===== src/rtl/decompose_pipe_hs.sv =====
// decompose_pipe_hs: handshaked pipeline computing f(x) = m(n(x)), where
// n is a bit-serial restoring fractional square root (one root bit per stage)
// and m is the parabolic sine approximation 4*t*(1-t).
// Per-sample mode: 0 = compose, 1 = sqrt only, 2 = sine only, 3 = bypass.
// Every mode goes through the same pipeline. The latency is WIDTH/2 + 2
// advancing cycles, so results come out in the order the samples went in.
// Optional build macro DECOMPOSE_DBG_CNT_EN adds accept and stall counters.
module decompose_pipe_hs #(
    parameter int WIDTH = 16
) (
    input  logic             CLK,
    input  logic             RST,
    input  logic             in_valid,
    output logic             in_ready,
    input  logic [WIDTH-1:0] in_data,
    input  logic [1:0]       in_mode,
    output logic             out_valid,
    input  logic             out_ready,
    output logic [WIDTH-1:0] out_data
`ifdef DECOMPOSE_DBG_CNT_EN
    ,
    output logic [15:0]      dbg_acc_cnt,
    output logic [15:0]      dbg_stall_cnt
`endif
);

    localparam int SQRT_STAGES = WIDTH / 2;
    localparam int HALF        = WIDTH / 2;
    localparam int RW          = HALF + 2;       // remainder width
    localparam int PW          = 2 * WIDTH + 1;  // sine product width

    typedef enum logic [1:0] {
        MODE_COMPOSE = 2'd0,
        MODE_SQRT    = 2'd1,
        MODE_SINE    = 2'd2,
        MODE_BYPASS  = 2'd3
    } mode_e;

    // One restoring step: bring down two radicand bits and try the next root bit.
    function automatic logic [RW+HALF-1:0] sqrt_step(
        input logic [RW-1:0]   rem,
        input logic [HALF-1:0] root,
        input logic [1:0]      pair
    );
        logic [RW-1:0] acc;
        logic [RW-1:0] trial;
        acc   = (rem << 2) | RW'(pair);
        trial = {root, 2'b01};
        if (acc >= trial)
            return {acc - trial, root[HALF-2:0], 1'b1};
        else
            return {acc, root[HALF-2:0], 1'b0};
    endfunction

    logic adv;

    // Square-root stage registers
    logic [SQRT_STAGES-1:0] sq_vld;
    logic [RW-1:0]          sq_rem  [SQRT_STAGES];
    logic [HALF-1:0]        sq_root [SQRT_STAGES];
    logic [WIDTH-1:0]       sq_x    [SQRT_STAGES];
    mode_e                  sq_mode [SQRT_STAGES];

    // Stage inputs (stage 0 fed from the port) and computed next values
    logic [RW-1:0]          src_rem  [SQRT_STAGES];
    logic [HALF-1:0]        src_root [SQRT_STAGES];
    logic [WIDTH-1:0]       src_x    [SQRT_STAGES];
    mode_e                  src_mode [SQRT_STAGES];
    logic [RW-1:0]          nxt_rem  [SQRT_STAGES];
    logic [HALF-1:0]        nxt_root [SQRT_STAGES];
    logic [RW+HALF-1:0]     step_res;

    // Sine stage registers
    logic                   sn_vld;
    logic [WIDTH-1:0]       sn_s;
    logic [WIDTH-1:0]       sn_y;
    logic [WIDTH-1:0]       sn_x;
    mode_e                  sn_mode;

    // Sine stage combinational values
    logic [WIDTH-1:0]       y_val;
    logic [WIDTH-1:0]       t_val;
    logic [WIDTH-1:0]       s_val;
    logic [PW-1:0]          t_ext;
    logic [PW-1:0]          comp;
    logic [PW-1:0]          prod;
    logic [PW-1:0]          s_ext;
    logic [WIDTH-1:0]       out_sel;

    // Global advance: the whole pipe moves only when the output can move
    always_comb begin
        adv      = !out_valid || out_ready;
        in_ready = adv;
    end

    // Route stage inputs and evaluate one root bit per stage
    always_comb begin
        src_rem[0]  = '0;
        src_root[0] = '0;
        src_x[0]    = in_data;
        src_mode[0] = mode_e'(in_mode);
        for (int unsigned k = 1; k < SQRT_STAGES; k++) begin
            src_rem[k]  = sq_rem[k-1];
            src_root[k] = sq_root[k-1];
            src_x[k]    = sq_x[k-1];
            src_mode[k] = sq_mode[k-1];
        end
        step_res = '0;
        for (int unsigned k = 0; k < SQRT_STAGES; k++) begin
            step_res    = sqrt_step(src_rem[k], src_root[k],
                                    src_x[k][WIDTH-1-2*k -: 2]);
            nxt_rem[k]  = step_res[RW+HALF-1:HALF];
            nxt_root[k] = step_res[HALF-1:0];
        end
    end

    // Square-root stage valid bits: cleared on reset, shifted on advance
    always_ff @(posedge CLK) begin
        if (RST)
            sq_vld <= '0;
        else if (adv)
            sq_vld <= {sq_vld[SQRT_STAGES-2:0], in_valid};
    end

    // Square-root stage payload: loaded on advance, held otherwise
    always_ff @(posedge CLK) begin
        if (adv) begin
            for (int unsigned k = 0; k < SQRT_STAGES; k++) begin
                sq_rem[k]  <= nxt_rem[k];
                sq_root[k] <= nxt_root[k];
                sq_x[k]    <= src_x[k];
                sq_mode[k] <= src_mode[k];
            end
        end
    end

    // Parabolic sine on the root (modes 0/1) or the raw sample (modes 2/3)
    always_comb begin
        y_val = {sq_root[SQRT_STAGES-1], {HALF{1'b0}}};
        if (sq_mode[SQRT_STAGES-1] == MODE_SINE || sq_mode[SQRT_STAGES-1] == MODE_BYPASS)
            t_val = sq_x[SQRT_STAGES-1];
        else
            t_val = y_val;
        t_ext = PW'(t_val);
        comp  = (PW'(1) << WIDTH) - t_ext;
        prod  = t_ext * comp;
        s_ext = prod >> (WIDTH - 2);
        s_val = (|s_ext[PW-1:WIDTH]) ? '1 : s_ext[WIDTH-1:0];
    end

    // Sine stage valid bit
    always_ff @(posedge CLK) begin
        if (RST)
            sn_vld <= 1'b0;
        else if (adv)
            sn_vld <= sq_vld[SQRT_STAGES-1];
    end

    // Sine stage payload: keep every candidate result for the output select
    always_ff @(posedge CLK) begin
        if (adv) begin
            sn_s    <= s_val;
            sn_y    <= y_val;
            sn_x    <= sq_x[SQRT_STAGES-1];
            sn_mode <= sq_mode[SQRT_STAGES-1];
        end
    end

    // Output select by the mode travelling with the sample
    always_comb begin
        case (sn_mode)
            MODE_SQRT:   out_sel = sn_y;
            MODE_BYPASS: out_sel = sn_x;
            default:     out_sel = sn_s;
        endcase
    end

    // Output register: data only updates for a valid sample, held while stalled
    always_ff @(posedge CLK) begin
        if (RST) begin
            out_valid <= 1'b0;
            out_data  <= '0;
        end else if (adv) begin
            out_valid <= sn_vld;
            if (sn_vld)
                out_data <= out_sel;
        end
    end

`ifdef DECOMPOSE_DBG_CNT_EN
    // Debug counters: accepted samples and output stall cycles, wrapping
    always_ff @(posedge CLK) begin
        if (RST) begin
            dbg_acc_cnt   <= '0;
            dbg_stall_cnt <= '0;
        end else begin
            if (in_valid && in_ready)
                dbg_acc_cnt <= dbg_acc_cnt + 16'd1;
            if (out_valid && !out_ready)
                dbg_stall_cnt <= dbg_stall_cnt + 16'd1;
        end
    end
`endif

endmodule


===== config.mk =====
export PLATFORM = sky130hd
export DESIGN_NAME = decompose_pipe_hs
export DESIGN_NICKNAME = d
export VERILOG_FILES = /design/src/rtl/decompose_pipe_hs.sv
export SDC_FILE = /design/constraint.sdc
export NUM_CORES = 1
export LEC_CHECK = 0
export CAP_MARGIN = 20
export CELL_PAD_IN_SITES_DETAIL_PLACEMENT = 2
export CELL_PAD_IN_SITES_GLOBAL_PLACEMENT = 2
export CORE_MARGIN = 2
export CORE_UTILIZATION = 48
export CTS_CLUSTER_DIAMETER = 80
export DETAILED_ROUTE_END_ITERATION = 12
export HOLD_SLACK_MARGIN = 0.06
export PLACE_DENSITY = 0.84
export SYNTH_ARGS = -nofsm -noshare
export SYNTH_HDL_FRONTEND = slang
export SYNTH_SLANG_ARGS = --single-unit

===== constraint.sdc =====
create_clock -name CLK -period 38.2 [get_ports CLK]
set_input_delay 7.64 -clock CLK [delete_from_list [all_inputs] [get_ports CLK]]
set_output_delay 7.64 -clock CLK [all_outputs]
set_load 0.05 [all_outputs]

After elaboration in Yosys (flattened, before gate mapping)
Memory sizes are Yosys's and may differ from the RTL's.
Cells that the tools add are included.
W data, S select, Z words.
{"block": "totals", "register_bits": 68, "ramBits": 288, "input_bits": 22, "out_inout_bits": 18, "elab_cells": 58, "memories": 4}
{"block": "op_classes", "add_sub_neg": 9, "mul": 1, "order_cmp": 8, "eq_ne": 4, "n_mux": 12, "bitwise_logic": 7, "reduce_logical": 5}
{"memory": "sq_x", "words": 8, "word_bits": 16, "rd": 8, "rd_clocked_by_memory_dff": 0, "write_ports": 8, "line_no": "61", "text": "logic [WIDTH-1:0] sq_x [SQRT_STAGES];"}
{"memory": "sq_rem", "words": 8, "word_bits": 10, "rd": 7, "rd_clocked_by_memory_dff": 0, "write_ports": 8, "line_no": "59", "text": "logic [RW-1:0] sq_rem [SQRT_STAGES];"}
{"memory": "sq_root", "words": 8, "word_bits": 8, "rd": 8, "rd_clocked_by_memory_dff": 0, "write_ports": 8, "line_no": "60", "text": "logic [HALF-1:0] sq_root [SQRT_STAGES];"}
{"memory": "sq_mode", "words": 8, "word_bits": 2, "rd": 8, "rd_clocked_by_memory_dff": 0, "write_ports": 8, "line_no": "62", "text": "mode_e sq_mode [SQRT_STAGES];"}
{"operator": "$mux W18", "count": 8}
{"operator": "$ge A10 B10 Y1", "count": 7}
{"operator": "$or A10 B2 Y10", "count": 7}
{"operator": "$sub A10 B10 Y10", "count": 7}
{"operator": "$mul A17 B18 Y33", "count": 1}
{"operator": "$pmux W16 S2", "count": 1}
{"operator": "$sub A17 B16 Y18 const A", "count": 1}
{"operator": "$mux W16", "count": 1}
{"operator": "$eq A2 B2 Y1 const B", "count": 3}
{"operator": "$reduce_or A3 Y1", "count": 1}
{"operator": "$sub A2 B1 Y3 const B", "count": 1}
{"operator": "$eq A2 B1 Y1 const B", "count": 1}
{"operator": "$ge A2 B1 Y1 const B", "count": 1}
{"operator": "$logic_or A1 B1 Y1", "count": 2}
{"operator": "$mux W1", "count": 2}
{"operator": "$reduce_and A2 Y1", "count": 1}
{"operator": "$logic_not A1 Y1", "count": 1}

Logic depth before layout (Yosys ltp)
An unclocked memory read counts as a cell.
{"block": "logic_depth", "depth_word": 7, "mapped_depth": 33, "depth_no_buf": 30}

Least setup slack after synthesis
OpenSTA, ideal clock, no wires.
{"block": "synth_path", "kind": "input to output", "startpoint": "input port out_ready", "endpoint": "output port in_ready", "t_arrival_ns": 15.719, "required_ns": 30.560, "path_slack_ns": 14.841, "cell_stages": 3, "path_buffers": 1, "path_cell_list": "nor2b_1 > inv_1 > clkbuf_1"}
{"block": "synth_between", "elab_chain_len": 1}
{"item": "start, declared", "line_no": "18", "text": "input logic out_ready,"}
{"item": "$logic_or A1 B1 Y1", "line_no": "92", "text": "adv = !out_valid || out_ready;"}
{"item": "end, declared", "line_no": "14", "text": "output logic in_ready,"}
Every way passes these cells.

Worst setup path in the final report
Same ends and word-level chain as after synthesis.

==> out/summary.txt <==
HP Start = sq_mode[0][1]
Vias = 14,658
Die Wd = 211.8 microns
Worst Tran Pin Value = 1061 ps
Ys Warns = 0
Final period util = 46.41%
CTS tree = yes
Drt first pass iters = 5
Postcts setup bufs = 0
Distinct cells, synth = 62
Sink Count = 299
Synthesized area = 20,730 sq um
Worst endpoint data arrival time = 10,090 ps
Vias per cell = 5.939
GPL Wtd Cong = 0.8413
CP Data Required Time = 30,560 ps
Total GRT Usage = 34.96%
CTS buffer count = 31
MaxCap Viol Count = 0
First-pass GRT wire length = 112,300 microns
Crit path launch = out_ready
Post-route minimum period = 17,730 ps
Post-synthesis sequential area ratio = 42.05%
Layout Area Growth over Synthesis = 10.23%
Hold Path Class = reg2reg
Finished Cell Area = 22,850 sq um
Layout cells sized above 1 = 7.974%
RSZ-0062 raised after global routing = false
Worst hold margin = 416.6 ps
Max clock buf depth = 3
Root Driver = clkbuf_16
Max Freq = 56.41 MHz
Slew HR = 29.14%
Worst path slowest cell = clkdlybuf4s50_1
Final routed DRC violation total = 0
Setup TNS = 0 ps
Die ar. = 44,870 sq um
Cell count after synthesis = 1,808
Final #Nets = 2,255
Post-DRT Antenna Nets = 0
CORE AREA = 42,890 sq um
Post_cts resized = 0
Mean Syn Cell Area = 11.47 sq um
Fillers = 4,142
Die height = 211.8 microns
DRT Wirelength = 78,150 microns
#FFs+latches synth = 299
CP max stage delay = 830 ps
Outcome = complete, no violations
Endpoints failing hold = 0
Setup crit start kind = input port
Max FO, Critical Path = 46
Setup Skew = 29.80 ps
Crit-path cells = clkdlybuf4s50_1 -> nor2b_1 -> inv_8 -> clkdlybuf4s50_1
Final setup violating endpoints = 0
Setup crit end kind = output port
Crit path kind = in2out
I/O pin cnt = 40
Initial antenna violation count = 1
Clock transition at path regs = 70 ps
Site row count = 76
Vias in the first global route = 17,412
Largest net degree at the start of global routing = 72
EDFF count, synth = 273
Async SR Flop Fraction = 0%
Hold_buf cts = 0
Placed cell area = 21,830 sq um
H-Tree Depth = 1
Initial Util = 48.34%
Total grt overflow = 0
Synth Flop Type = edfxtp_1
PortBufs = 39
Initial DRC count = 982
Most frequent cell on the critical path = clkdlybuf4s50_1
DR WL/cell = 31.66 microns
Worst slack at placement = 20,500 ps
Reg2Reg Launch Point = sq_mode[1][7]
Insertion delay to the later sink of the worst-skew pair = 590 ps
Slew Viols, Final = 0
Hpwl dp = 52,620 microns
Final worst setup slack = 20,470 ps
[metal layers]
layer	vias up	track usage, %	share of wire, %
met1	7598	36.02	33
met4	0	24.09	8.1
met2	712	65.36	53
li1	5990	-	-
met5	-	0	0
met3	358	4.925	5.2
[per-stage QoR]
stage	utilization, %	instances
after global routing	53.28	2467
after CTS	53.21	2465
after global placement	50.91	2408
final	53.29	2468
after detailed placement	50.91	2408
after floorplan	-	1822
[worst paths after layout]
check                   to  slack [ps]  cells after the start
max               in_ready       20470                      4
min          sq_mode[0][3]         420                      0
max reg2reg       sn_s[15]       26960                     29
min reg2reg  sq_mode[0][3]         420                      0
[layout by cell type, fill, tap and decap left out, drive strengths merged, types with 18 or more instances in the layout]
| cell | instances |
|---|---|
| a21oi | 55 |
| and3 | 24 |
| buf | 18 |
| clkbuf | 43 |
| clkdlybuf4s50 | 39 |
| dfxtp | 26 |
| edfxtp | 273 |
| fa | 207 |
| ha | 169 |
| inv | 351 |
| mux2i | 18 |
| nand2 | 76 |
| nand2b | 68 |
| nand3 | 24 |
| nor2 | 150 |
| nor3 | 26 |
| o21ai | 32 |
| or2 | 65 |
| xnor2 | 30 |
[registers in the layout, indices dropped and copies added (netlist names), 2 cells and up]
register  cells
sq_x        128
sq_mode      16
sn_s         16
sq_root      36
sn_x         16
sq_vld        8
sn_y          8
out_data     16
sn_mode       2
sq_rem       51
[cell families (layout without fill, tap and decap cells)]
family / Yosys count / count (layout) / share of synthesized area [%]
muxes: 27 / 27 / 1.376
AOI/OAI and AO/OA: 176 / 176 / 5.522
buffers and inverters: 405 / 464 / 7.393
other: 2 / 18 / 0.03622
xor gates and xnor gates: 45 / 45 / 1.901
and+or+nand+nor: 478 / 478 / 11.53
DFF: 299 / 299 / 42.05
adders and majority gates: 376 / 376 / 30.19
[synth_stat cells, drive strengths merged (3+ instances only)]
cell type	number	area share, %
a21o	16	0.58
inv	349	6.3
nand4	8	0.24
and3	24	0.72
or4	5	0.18
a211oi	7	0.25
nor3	26	0.63
or3	5	0.17
edfxtp	273	40
fa	207	20
mux2i	18	0.89
nor2	150	2.7
dfxtp	26	2.5
and2	4	0.12
clkbuf	50	0.91
nor4	5	0.15
nand2	76	1.4
nand2b	68	2.1
ha	169	10
o211ai	12	0.43
or2	65	2.0
o21a	15	0.54
a21oi	55	1.3
xnor2	30	1.3
nand3	24	0.60
o21ai	32	0.81
a31oi	7	0.21
xor2	15	0.63
buf	5	0.15
nor2b	11	0.33
o21bai	3	0.11
mux2	9	0.49
a221oi	9	0.38
[area by class of cell]
class,count,area (sq um),area share [%]
well taps,585,732.0,3.203
diodes,2,5.005,0.02190
flip-flops and latches,299,8718,38.15
multi-input cells,1118,10550,46.14
repair buffers,57,545.5,2.387
clock buffers,43,882.1,3.860
inverters,350,1321,5.782
clock inverters,14,103.9,0.4544
[critical path: cells and delay by family]
| kind | cells | cell delay [ps] |
|---|---|---|
| buf+inv | 3 | 1550 |
| simple gates | 1 | 820 |
Power is not shown: default switching activity piles up to over one toggle a cycle in this logic, so the estimate is an artifact.
